### src/rtl/mem_rr_arbiter.sv
// Two-requester round-robin arbiter that sequences one memory transaction per grant
// over a valid/ready port; a watchdog aborts transactions whose ready never arrives.
module mem_rr_arbiter #(
  parameter int unsigned DEPTH      = 64,
  parameter int unsigned WIDTH      = 16,
  parameter int unsigned ADDR_WIDTH = $clog2(DEPTH),
  parameter int unsigned TIMEOUT    = 16
) (
  input  logic                    clk_i,
  input  logic                    rst_i,
  input  logic [1:0]              req_valid,
  input  logic [1:0]              req_wr_rd,
  input  logic [2*ADDR_WIDTH-1:0] req_addr,
  input  logic [2*WIDTH-1:0]      req_wdata,
  output logic [1:0]              req_done,
  output logic [1:0]              req_err,
  output logic [WIDTH-1:0]        rsp_rdata,
  output logic                    mem_valid,
  output logic                    mem_wr_rd,
  output logic [ADDR_WIDTH-1:0]   mem_addr,
  output logic [WIDTH-1:0]        mem_wdata,
  input  logic                    mem_ready,
  input  logic [WIDTH-1:0]        mem_rdata
);

  localparam int unsigned        TCNT_W    = $clog2(TIMEOUT);
  localparam logic [TCNT_W-1:0]  TCNT_LAST = TCNT_W'(TIMEOUT - 1);

  typedef enum logic {IDLE, BUSY} state_t;

  state_t              state_q, state_d;
  logic                last_gnt_q, last_gnt_d;
  logic                gnt_q, gnt_d;
  logic [TCNT_W-1:0]   tcnt_q, tcnt_d;

  logic                  mem_valid_d, mem_wr_rd_d;
  logic [ADDR_WIDTH-1:0] mem_addr_d;
  logic [WIDTH-1:0]      mem_wdata_d, rsp_rdata_d;
  logic [1:0]            req_done_d, req_err_d;

  // On a tie the requester that did not win last time is served.
  logic win_c;
  assign win_c = (req_valid == 2'b11) ? ~last_gnt_q : req_valid[1];

  always_ff @(posedge clk_i or posedge rst_i) begin
    if (rst_i) begin
      state_q    <= IDLE;
      last_gnt_q <= 1'b1;
      gnt_q      <= 1'b0;
      tcnt_q     <= '0;
      mem_valid  <= 1'b0;
      mem_wr_rd  <= 1'b0;
      mem_addr   <= '0;
      mem_wdata  <= '0;
      rsp_rdata  <= '0;
      req_done   <= '0;
      req_err    <= '0;
    end else begin
      state_q    <= state_d;
      last_gnt_q <= last_gnt_d;
      gnt_q      <= gnt_d;
      tcnt_q     <= tcnt_d;
      mem_valid  <= mem_valid_d;
      mem_wr_rd  <= mem_wr_rd_d;
      mem_addr   <= mem_addr_d;
      mem_wdata  <= mem_wdata_d;
      rsp_rdata  <= rsp_rdata_d;
      req_done   <= req_done_d;
      req_err    <= req_err_d;
    end
  end

  // Grant, hold the command while BUSY, and retire it on ready or watchdog expiry.
  always_comb begin
    state_d     = state_q;
    last_gnt_d  = last_gnt_q;
    gnt_d       = gnt_q;
    tcnt_d      = tcnt_q;
    mem_valid_d = mem_valid;
    mem_wr_rd_d = mem_wr_rd;
    mem_addr_d  = mem_addr;
    mem_wdata_d = mem_wdata;
    rsp_rdata_d = rsp_rdata;
    req_done_d  = '0;
    req_err_d   = '0;

    case (state_q)
      IDLE: begin
        if (req_valid != 2'b00) begin
          gnt_d       = win_c;
          mem_valid_d = 1'b1;
          mem_wr_rd_d = win_c ? req_wr_rd[1] : req_wr_rd[0];
          mem_addr_d  = win_c ? req_addr[2*ADDR_WIDTH-1:ADDR_WIDTH] : req_addr[ADDR_WIDTH-1:0];
          mem_wdata_d = win_c ? req_wdata[2*WIDTH-1:WIDTH] : req_wdata[WIDTH-1:0];
          tcnt_d      = '0;
          state_d     = BUSY;
        end
      end
      BUSY: begin
        if (mem_ready) begin
          mem_valid_d       = 1'b0;
          req_done_d[gnt_q] = 1'b1;
          if (!mem_wr_rd) begin
            rsp_rdata_d = mem_rdata;
          end
          last_gnt_d = gnt_q;
          state_d    = IDLE;
        end else if (tcnt_q == TCNT_LAST) begin
          mem_valid_d       = 1'b0;
          req_done_d[gnt_q] = 1'b1;
          req_err_d[gnt_q]  = 1'b1;
          last_gnt_d        = gnt_q;
          state_d           = IDLE;
        end else begin
          tcnt_d = tcnt_q + TCNT_W'(1);
        end
      end
      default: state_d = IDLE;
    endcase
  end

endmodule

### config.mk
export PLATFORM = sky130hd
export DESIGN_NAME = mem_rr_arbiter
export DESIGN_NICKNAME = d
export VERILOG_FILES = /design/src/rtl/mem_rr_arbiter.sv
export SDC_FILE = /design/constraint.sdc
export NUM_CORES = 1
export LEC_CHECK = 0
export CAP_MARGIN = 30
export CORE_ASPECT_RATIO = 0.5
export CORE_MARGIN = 2
export CORE_UTILIZATION = 40
export DETAILED_ROUTE_END_ITERATION = 12
export GPL_TIMING_DRIVEN = 1
export PLACE_DENSITY = 0.81
export SYNTH_ARGS = -nofsm -noshare
export SYNTH_HDL_FRONTEND = slang
export SYNTH_SLANG_ARGS = --single-unit
### constraint.sdc
create_clock -name clk_i -period 2.3 [get_ports clk_i]
set_clock_uncertainty 0.05 [all_clocks]
set_input_delay 0.46 -clock clk_i [delete_from_list [all_inputs] [get_ports clk_i]]
set_output_delay 0.46 -clock clk_i [all_outputs]
set_load 0.02 [all_outputs]
==> out/summary.txt, run 1 <==
synth cell count leaders -> dfrtp_1 (50), nand2_1 (25), mux2i_1 (23)
Seq pwr share -> 37.1%
internal power -> 0.00259 W
TritonCTS clock tree -> done
DRT Wirelength -> 5640 µm
global-route wire length before repair -> 9000 µm
fillers -> 405
maximum VDD drop -> 0.000635 V
setup TNS -> 0 ns
outcome -> complete, no violations
mux cell area share after synthesis -> 19.4%
sequential element share of the synthesized area -> 58.7%
LEAKAGE -> 1.51 nW
sw frac -> 34.8%
largest net degree at the start of global routing -> 52
worst skew pair latency -> 0.30 ns
Hold Crit Start -> mem_wdata[1]$_DFFE_PP0P_
Tcrit/Tclk final -> 78.9%
f_max -> 551 MHz
register clock-pin slew on the reported worst setup and hold paths -> 0.09 ns
#FFs+latches synth -> 51
Initial Util -> 42.8%
Maximum Capacitance Violations -> 0
M1 wire length -> 2230 µm
compound-gate portion of the synthesized area -> 8.97%
Clock Path Buffers -> 2
start of the worst register-to-register path -> tcnt_q[0]$_DFFE_PP0P_
Crit-path slowest cell -> clkdlybuf4s50_1
most frequent cell after synthesis -> dfrtp_1
Core Util, Final -> 68.9%
worst hold path depth -> 2
largest stage delay on the critical path -> 0.62 ns
Period minus WS final -> 1.81 ns
initial DRC count -> 59
crit path launch type -> register
routed length per instance -> 15.4 µm
largest family of logic cells by synthesized area -> multiplexers
endpoint class of the critical path -> primary output
post-cts resize count -> 0
CP Data Required Time -> 1.79 ns
Worst Path Arrival -> 1.30 ns
cell taking the most area after synthesis -> dfrtp_1
Syn Area/Cell -> 11.9 µm²
async set-reset flop share out of synthesis -> 100%
Hold Crit Class -> register to register
core area -> 5090 µm²
CTS Sinks -> 51
vias in the first global route -> 1,885
Main synth FF type -> dfrtp_1
number of flops mapped to enable cells by yosys -> 0
Synth Area in Simple Gates -> 8.56%
crit path buf inv count -> 1
CTS buffer count -> 5
combinational fraction of design power -> 44.4%
Final Hold Viols -> 0
synthesis-to-finish area growth -> 61.1%
die area -> 6080 µm²
Least-Margin Pin Slew -> 0.436 ns
met2 WL post-DR -> 3090 µm
Synth Area in Adders -> 0.575%
Final setup viols -> 0
1st-pass router iterations -> 4
FF-to-FF End -> last_gnt_q$_DFFE_PP1P_
H-Tree Depth -> 2
total grt overflow -> 0
slew margin rel. -> 70.8%
Min-Delay Endpoint -> mem_wdata[1]$_DFFE_PP0P_
gr usage total -> 19.2%
Psw -> 0.00139 W
Synth cell types -> 29
crit-path max FO -> 3
final setup margin -> 0.485 ns
Die H -> 56.2 µm
Synth area leaders -> dfrtp_1 (57%), mux2i_1 (11%), mux2_1 (5.2%), o21ai_0 (4.8%), nand2_1 (4.3%)
post-cts hold buffer count -> 0
Root Driver -> clkbuf_8
port bufs -> 110
Clock power frac -> 18.4%
vias -> 1,776
Ports -> 111
chip width -> 108 µm
Yosys top cell area share -> 57.5%
dpl ws -> 0.293 ns
gate count after technology mapping -> 183
RSZ-0062 raised after global routing -> no
synth warn -> 0
Mapped Nets -> 251
Slew Viols, Final -> 0
Highest Signal Layer -> met4
DPL Wire Length -> 4270 µm
Post-Syn Area -> 2180 µm²
FF-to-FF setup slack -> 0.56 ns
RePlAce Congestion -> 0.818
row cnt -> 18
Power Dens Cells -> 1130 nW/µm²
crit-path leading delay family -> buffers and inverters
antenna violations before repair -> 0
crit-path cells -> clkdlybuf4s50_1
Reg2Reg Depth -> 4
# diodes -> 0
XOR/XNOR share of the synthesized area -> 0%
routed wl met3 -> 235 µm
nets -> 363
Crit Path Category -> register to primary output
layout cells sized above 1 -> 8.11%
DRC viols -> 0
Antenna Nets Post-Route -> 0
DR vias/cell -> 4.85
setup bufs post-CTS -> 0
[cell usage in the layout, fill, tap and decap left out, types with 3 or more instances in the layout]
master and count:
mux2_2 7, mux2_1 10, inv_1 6, nand3_1 4, mux2i_1 23, o21ai_0 21
nand2_1 25, nand2b_1 3, dfrtp_1 50, clkdlybuf4s50_1 110, clkbuf_8 5, o21ai_1 6
[logic make-up (layout without fill, tap and decap cells)]
group / after synthesis / count (layout)
simple gates: 41 / 41
buf+inv: 16 / 129
flops: 51 / 51
mux: 40 / 40
fa+ha+maj: 1 / 1
compound gates: 34 / 34
[how the worst max path moves through the flow]
stage	from	end	slack (ns)	cells after the start
2_1_floorplan	rst_i	gnt_q$_DFFE_PP0P_	0.56	1
3_3_place_gp	mem_ready	rsp_rdata[13]$_DFFE_PP0P_	0.36	3
3_5_place_dp	mem_ready	rsp_rdata[13]$_DFFE_PP0P_	0.29	3
4_1_cts	mem_wr_rd$_DFFE_PP0P_	mem_wr_rd	0.47	1
5_1_grt	mem_wr_rd$_DFFE_PP0P_	mem_wr_rd	0.43	1
6_report	mem_wr_rd$_DFFE_PP0P_	mem_wr_rd	0.49	1
[sequential cells by signal, summed over array words and instances (netlist names)]
| name | count |
|---|---|
| mem_wdata | 16 |
| rsp_rdata | 16 |
| mem_addr | 6 |
| tcnt_q | 4 |
| req_done | 2 |
| req_err | 2 |
| gnt_q | 1 |
| last_gnt_q | 1 |
| mem_valid | 1 |
| mem_wr_rd | 1 |
| state_q | 1 |
[cell type report]
type	instances	area, µm²	share of cell area [%]
Inverter	7	26.3	0.749
Clock buffer	5	68.8	1.96
Clock inverter	3	67.6	1.93
Tap cell	70	87.6	2.50
Timing Repair Buffer	114	1160	33.0
Multi-Input combinational cell	116	823	23.5
Sequential cell	51	1280	36.4
[routing by layer]
metal / GRT usage [%] / vias up
li1: - / 854
met1: 20.9 / 867
met2: 37.4 / 46
met3: 4.10 / 9
met4: 5.68 / 0
met5: 0 / -
[power by group through the flow]
stage	registers, W	logic [W]	clock network, W
2_1_floorplan	0.00185	0.000485	0
4_1_cts	0.00148	0.00179	0.000741
3_5_place_dp	0.00149	0.00178	0
3_3_place_gp	0.00147	0.00173	0
5_1_grt	0.00152	0.00188	0.000778
6_report	0.00148	0.00177	0.000733
[tightest hold or removal path: stages (launching register included)]
cell and delay, ns:
dfrtp_1 0.35, nand2_1 0.04, o21ai_0 0.06
[through the flow]
step / hold WS [ns] / instance area (µm²) / instances / total power (W)
after floorplan: 0.416 / 2180 / 183 / 0.00234
after global placement: 0.415 / 3370 / 358 / 0.00320
after detailed placement: 0.419 / 3370 / 358 / 0.00327
after CTS: 0.440 / 3510 / 366 / 0.00401
after global routing: 0.468 / 3510 / 366 / 0.00418
final: 0.436 / 3510 / 366 / 0.00398
Note: power is estimated with default switching activity, not from simulation.
==> run 2: changes to the inputs <==
--- a/config.mk
+++ b/config.mk
@@ -8,10 +8,10 @@
 export CAP_MARGIN = 30
 export CORE_ASPECT_RATIO = 0.5
 export CORE_MARGIN = 2
-export CORE_UTILIZATION = 40
+export CORE_UTILIZATION = 36
 export DETAILED_ROUTE_END_ITERATION = 12
 export GPL_TIMING_DRIVEN = 1
-export PLACE_DENSITY = 0.81
+export PLACE_DENSITY = 0.77
 export SYNTH_ARGS = -nofsm -noshare
 export SYNTH_HDL_FRONTEND = slang
 export SYNTH_SLANG_ARGS = --single-unit
==> constraint.sdc (replaced) <==
create_clock -name clk_i -period 1.55 [get_ports clk_i]
set_clock_uncertainty 0.05 [all_clocks]
set_input_delay 0.31 -clock clk_i [delete_from_list [all_inputs] [get_ports clk_i]]
set_output_delay 0.31 -clock clk_i [all_outputs]
set_load 0.02 [all_outputs]
==> run 2 against run 1 <==
  * Utilization decreased by 5.9 points
  * Sequential share of layout area decreased by 0.60 points
  * Setup slack got worse by 0.44 ns
  * Sequential cell count unchanged
  * Cell count increased by 2.7%
  * Critical path type is now register to register
  * Largest cell class unchanged
  * Largest power group unchanged
  * Highest routed layer unchanged
==> out/summary.txt, run 2 (same netlist as run 1, synthesis figures left out) <==
vias -> 1,800
Clock power frac -> 19.1%
CTS buffer count -> 5
layout cells sized above 1 -> 11.2%
worst skew pair latency -> 0.29 ns
Antenna Nets Post-Route -> 0
Crit-path slowest cell -> dfrtp_1
crit-path max FO -> 4
final setup margin -> 0.0451 ns
initial DRC count -> 89
# diodes -> 0
LEAKAGE -> 1.64 nW
Least-Margin Pin Slew -> 0.314 ns
combinational fraction of design power -> 42.1%
dpl cells -> 368
Power Dens Cells -> 1570 nW/µm²
1st-pass router iterations -> 4
row cnt -> 19
Cell Count, Final, Fillers Out -> 376
core area -> 5660 µm²
DRC viols -> 0
Final setup viols -> 0
total grt overflow -> 0
RSZ-0062 raised after global routing -> no
Worst Path Arrival -> 1.61 ns
global-route wire length before repair -> 9080 µm
RePlAce Congestion -> 0.763
Slew Viols, Final -> 0
routed length per instance -> 15.2 µm
largest stage delay on the critical path -> 0.41 ns
Psw -> 0.00208 W
antenna violations before repair -> 0
CTS Sinks -> 51
f_max -> 665 MHz
DRT Wirelength -> 5730 µm
synthesis-to-finish area growth -> 63.8%
DR vias/cell -> 4.79
Clock Path Buffers -> 2
chip width -> 114 µm
Initial Util -> 38.5%
Maximum Capacitance Violations -> 0
CP Data Required Time -> 1.65 ns
nets -> 370
commonest non-fill, non-tap cell in the layout -> clkdlybuf4s50_1
maximum VDD drop -> 0.000696 V
vias in the first global route -> 1,886
post-cts hold buffer count -> 0
Crit Path Category -> register to register
commonest cells after routing, fill and taps aside -> clkdlybuf4s50_1 (66), dfrtp_1 (50), dlygate4sd2_1 (44)
dpl ws -> -0.198 ns
overall power -> 0.00560 W
Period minus WS final -> 1.50 ns
gr usage total -> 17.8%
sw frac -> 37.1%
endpoint class of the critical path -> register
Die H -> 59.0 µm
Seq pwr share -> 38.7%
internal power -> 0.00352 W
slew margin rel. -> 78.9%
TritonCTS clock tree -> done
port bufs -> 110
register clock-pin slew on the reported worst setup and hold paths -> 0.07 ns
Root Driver -> clkbuf_16
die area -> 6720 µm²
Hold Crit Class -> input port to async pin
crit path launch type -> register
largest net degree at the start of global routing -> 28
Ports -> 111
fillers -> 467
H-Tree Depth -> 2
setup TNS -> 0 ns
Largest regs -> mem_wdata x16, rsp_rdata x16, mem_addr x6
Final Hold Viols -> 0
outcome -> complete, no violations
crit-path cells -> ha_2, and3_2, o21ai_1, o21ai_0
Tcrit/Tclk final -> 97.1%
DPL Wire Length -> 4500 µm
==> run 2: cell types whose count changed in the layout (fill, tap and decap cells not counted), sizes merged, moves of 2 or more <==
cell           before  now
buf                 4   11
bufinv              2    0
clkdlybuf4s50     110   66
clkinvlp            1    3
dlygate4sd2         0   44
==> run 2: worst max-delay path: cells and delay by family, from the launching register on <==
kind | cells | cell delay, ns
adders and majority gates | 1 | 0.22
AOI/OAI and AO/OA | 2 | 0.44
DFF | 1 | 0.41
and+or+nand+nor | 1 | 0.25
==> run 2: metrics by stage <==
| step | util, % | hold WS, ns | area [µm²] |
|---|---|---|---|
| global route | 63.0 | 0.319 | 3570 |
| floorplan | - | 0.308 | 2180 |
| detailed placement | 61.3 | 0.423 | 3470 |
| global placement | 61.3 | 0.413 | 3470 |
| CTS | 63.0 | 0.299 | 3560 |
| finish | 63.0 | 0.296 | 3570 |
==> run 2: path summary, 6_finish.rpt <==
path / slack, ns / end / depth (start not counted) / start
max in group asynchronous: 0.72 / mem_addr[4]$_DFFE_PP0P_ / 3 / rst_i
worst min-delay path: 0.30 / tcnt_q[1]$_DFFE_PP0P_ / 2 / rst_i
worst max register to register: 0.05 / tcnt_q[0]$_DFFE_PP0P_ / 4 / tcnt_q[0]$_DFFE_PP0P_
min in group clk_i: 0.43 / mem_wdata[2]$_DFFE_PP0P_ / 2 / mem_wdata[2]$_DFFE_PP0P_
worst max-delay path: 0.05 / tcnt_q[0]$_DFFE_PP0P_ / 4 / tcnt_q[0]$_DFFE_PP0P_
worst min register to register: 0.43 / mem_wdata[2]$_DFFE_PP0P_ / 2 / mem_wdata[2]$_DFFE_PP0P_
==> run 2: what timing repair did <==
item	in CTS	in global routing
setup buffers	0	0
gates resized for setup	45	3
endpoints found under the setup margin	46	4
endpoints found under the hold margin	0	0
==> run 2: per-layer routing <==
metal / global-route usage [%] / up-vias / share of wire (%)
li1: - / 869 / -
met3: 4.40 / 10 / 3.6
met4: 7.49 / 0 / 1.9
met5: 0 / - / 0
met2: 33.1 / 43 / 54
met1: 20.2 / 878 / 41
==> run 2: layout make-up <==
| cell class | instances | area (µm²) | share of cell area [%] |
|---|---|---|---|
| repair buffers | 121 | 1190 | 33.4 |
| multi-input cells | 116 | 831 | 23.3 |
| flip-flops and latches | 51 | 1280 | 35.8 |
| clock buffers | 5 | 125 | 3.51 |
| inverters | 7 | 30.0 | 0.842 |
| well taps | 73 | 91.3 | 2.56 |
| clock inverters | 3 | 20.0 | 0.561 |
==> run 2: power by group through the flow <==
stage | sequential, W | clock, W | combinational [W]
2_1_floorplan | 0.00275 | 0 | 0.000720
3_3_place_gp | 0.00217 | 0 | 0.00265
3_5_place_dp | 0.00221 | 0 | 0.00272
4_1_cts | 0.00217 | 0.00110 | 0.00239
5_1_grt | 0.00224 | 0.00118 | 0.00252
6_report | 0.00217 | 0.00107 | 0.00236
==> run 3: changes to the inputs <==
--- a/config.mk
+++ b/config.mk
@@ -11,6 +11,7 @@
 export CORE_UTILIZATION = 36
 export DETAILED_ROUTE_END_ITERATION = 12
 export GPL_TIMING_DRIVEN = 1
+export MAX_ROUTING_LAYER = met4
 export PLACE_DENSITY = 0.77
 export SYNTH_ARGS = -nofsm -noshare
 export SYNTH_HDL_FRONTEND = slang
==> run 3 against run 2 <==
  * Combinational power is essentially flat
  * Clock power is essentially flat
  * Largest power group unchanged
  * Highest routed layer unchanged
  * Sequential share of layout area is the same
  * Largest cell class unchanged
==> out/summary.txt, run 3 (same netlist as run 1, synthesis figures left out) <==
register clock-pin slew on the reported worst setup and hold paths -> 0.07 ns
dpl cell area -> 3470 µm²
Core Util, Final -> 63.0%
dpl cells -> 368
Least-Margin Pin Slew -> 0.320 ns
crit path launch type -> register
DRT Wirelength -> 5730 µm
Period minus WS final -> 1.50 ns
Largest regs -> mem_wdata x16, rsp_rdata x16, mem_addr x6
Final Hold Viols -> 0
final setup margin -> 0.0545 ns
outcome -> complete, no violations
area of the multi-input gates -> 831 µm²
setup bufs post-CTS -> 0
DPL Wire Length -> 4500 µm
RSZ-0062 raised after global routing -> no
endpoint class of the critical path -> register
Antenna Nets Post-Route -> 0
die area -> 6720 µm²
Power Dens Cells -> 1570 nW/µm²
vias in the first global route -> 1,890
Initial Util -> 38.5%
crit-path leading delay family -> compound AO/OA/AOI/OAI gates
slew margin rel. -> 78.6%
f_max -> 669 MHz
Hold Crit Class -> input port to async pin
register area -> 1280 µm²
largest stage delay on the critical path -> 0.41 ns
layout cells sized above 1 -> 11.2%
commonest cells after routing, fill and taps aside -> clkdlybuf4s50_1 (66), dfrtp_1 (50), dlygate4sd2_1 (44)
crit-path cells -> ha_2, and3_2, o21ai_1, o21ai_0
vias -> 1,800
TritonCTS clock tree -> done
Root Driver -> clkbuf_16
CTS Sinks -> 51
initial DRC count -> 75
worst hold slack -> 0.295 ns
crit-path max FO -> 4
DRC viols -> 0
Crit Path Category -> register to register
nets -> 370
LEAKAGE -> 1.64 nW
largest net degree at the start of global routing -> 28
1st-pass router iterations -> 4
fin area -> 3570 µm²
antenna violations before repair -> 0
port bufs -> 110
gr usage total -> 18.4%
Worst Path Arrival -> 1.60 ns
commonest non-fill, non-tap cell in the layout -> clkdlybuf4s50_1
Final setup viols -> 0
Clock Path Buffers -> 2
Die H -> 59.0 µm
dpl ws -> -0.198 ns
routed length per instance -> 15.2 µm
worst skew pair latency -> 0.29 ns
fillers -> 467
Crit-path slowest cell -> dfrtp_1
Slew Viols, Final -> 0
synthesis-to-finish area growth -> 63.8%
DR vias/cell -> 4.79
row cnt -> 19
core area -> 5660 µm²
crit path buf inv count -> 0
H-Tree Depth -> 2
CTS buffer count -> 5
global-route wire length before repair -> 9070 µm
RePlAce Congestion -> 0.773
Tcrit/Tclk final -> 96.5%
Maximum Capacitance Violations -> 0
chip width -> 114 µm
Cell Count, Final, Fillers Out -> 376
total grt overflow -> 0
CP Data Required Time -> 1.65 ns
Ports -> 111
maximum VDD drop -> 0.000695 V
# diodes -> 0
==> run 3: cell counts in the layout (fill, tap and decap cells not counted) <==
No cell type changed its count.
==> run 3: worst reg2reg max path, cell delays in order, from the launching register on <==
cell and delay [ns]:
dfrtp_1 0.41, ha_2 0.22, and3_2 0.25, o21ai_1 0.29, o21ai_0 0.14
==> run 3: final cells by class <==
| class | instances | share of cell area (%) |
|---|---|---|
| Clock inverter | 3 | 0.561 |
| Multi-Input combinational cell | 116 | 23.3 |
| Sequential cell | 51 | 35.8 |
| Inverter | 7 | 0.842 |
| Timing Repair Buffer | 121 | 33.4 |
| Clock buffer | 5 | 3.51 |
| Tap cell | 73 | 2.56 |
==> run 3: metal layers <==
layer | part of all wire (%) | track usage [%] | vias to the layer above
met5 | 0 | - | -
met4 | 2.1 | 7.49 | 0
met3 | 3.9 | 4.40 | 10
met2 | 54 | 33.0 | 48
met1 | 40 | 20.2 | 873
li1 | - | - | 869
==> run 3: report_power, final <==
part	internal (W)	total, W	switching, W
clock network	0.000595	0.00108	0.000481
registers	0.00187	0.00217	0.000298
logic	0.00106	0.00236	0.00130
total	0.00352	0.00560	0.00208
==> run 3: timing repair <==
item,4_1_cts,5_1_grt
resized for setup,45,3
setup endpoints to repair,46,4
hold buffers,0,0
==> run 3: worst paths after layout <==
kind                                          start                        to  slack [ns]  cells past startpoint
setup reg to reg              tcnt_q[0]$_DFFE_PP0P_     tcnt_q[0]$_DFFE_PP0P_        0.05                      4
hold / removal                                rst_i     tcnt_q[1]$_DFFE_PP0P_        0.30                      2
setup / recovery              tcnt_q[0]$_DFFE_PP0P_     tcnt_q[0]$_DFFE_PP0P_        0.05                      4
max in group asynchronous                     rst_i   mem_addr[4]$_DFFE_PP0P_        0.72                      3
min in group clk_i         mem_wdata[2]$_DFFE_PP0P_  mem_wdata[2]$_DFFE_PP0P_        0.43                      2
hold reg to reg            mem_wdata[2]$_DFFE_PP0P_  mem_wdata[2]$_DFFE_PP0P_        0.43                      2
==> run 3: through the flow <==
| stage | TNS (ns) | total power, W |
|---|---|---|
| 6_report | 0 | 0.00560 |
| 3_5_place_dp | -5.06 | 0.00493 |
| 3_3_place_gp | -3.95 | 0.00483 |
| 4_1_cts | 0 | 0.00566 |
| 2_1_floorplan | 0 | 0.00347 |
| 5_1_grt | 0 | 0.00594 |
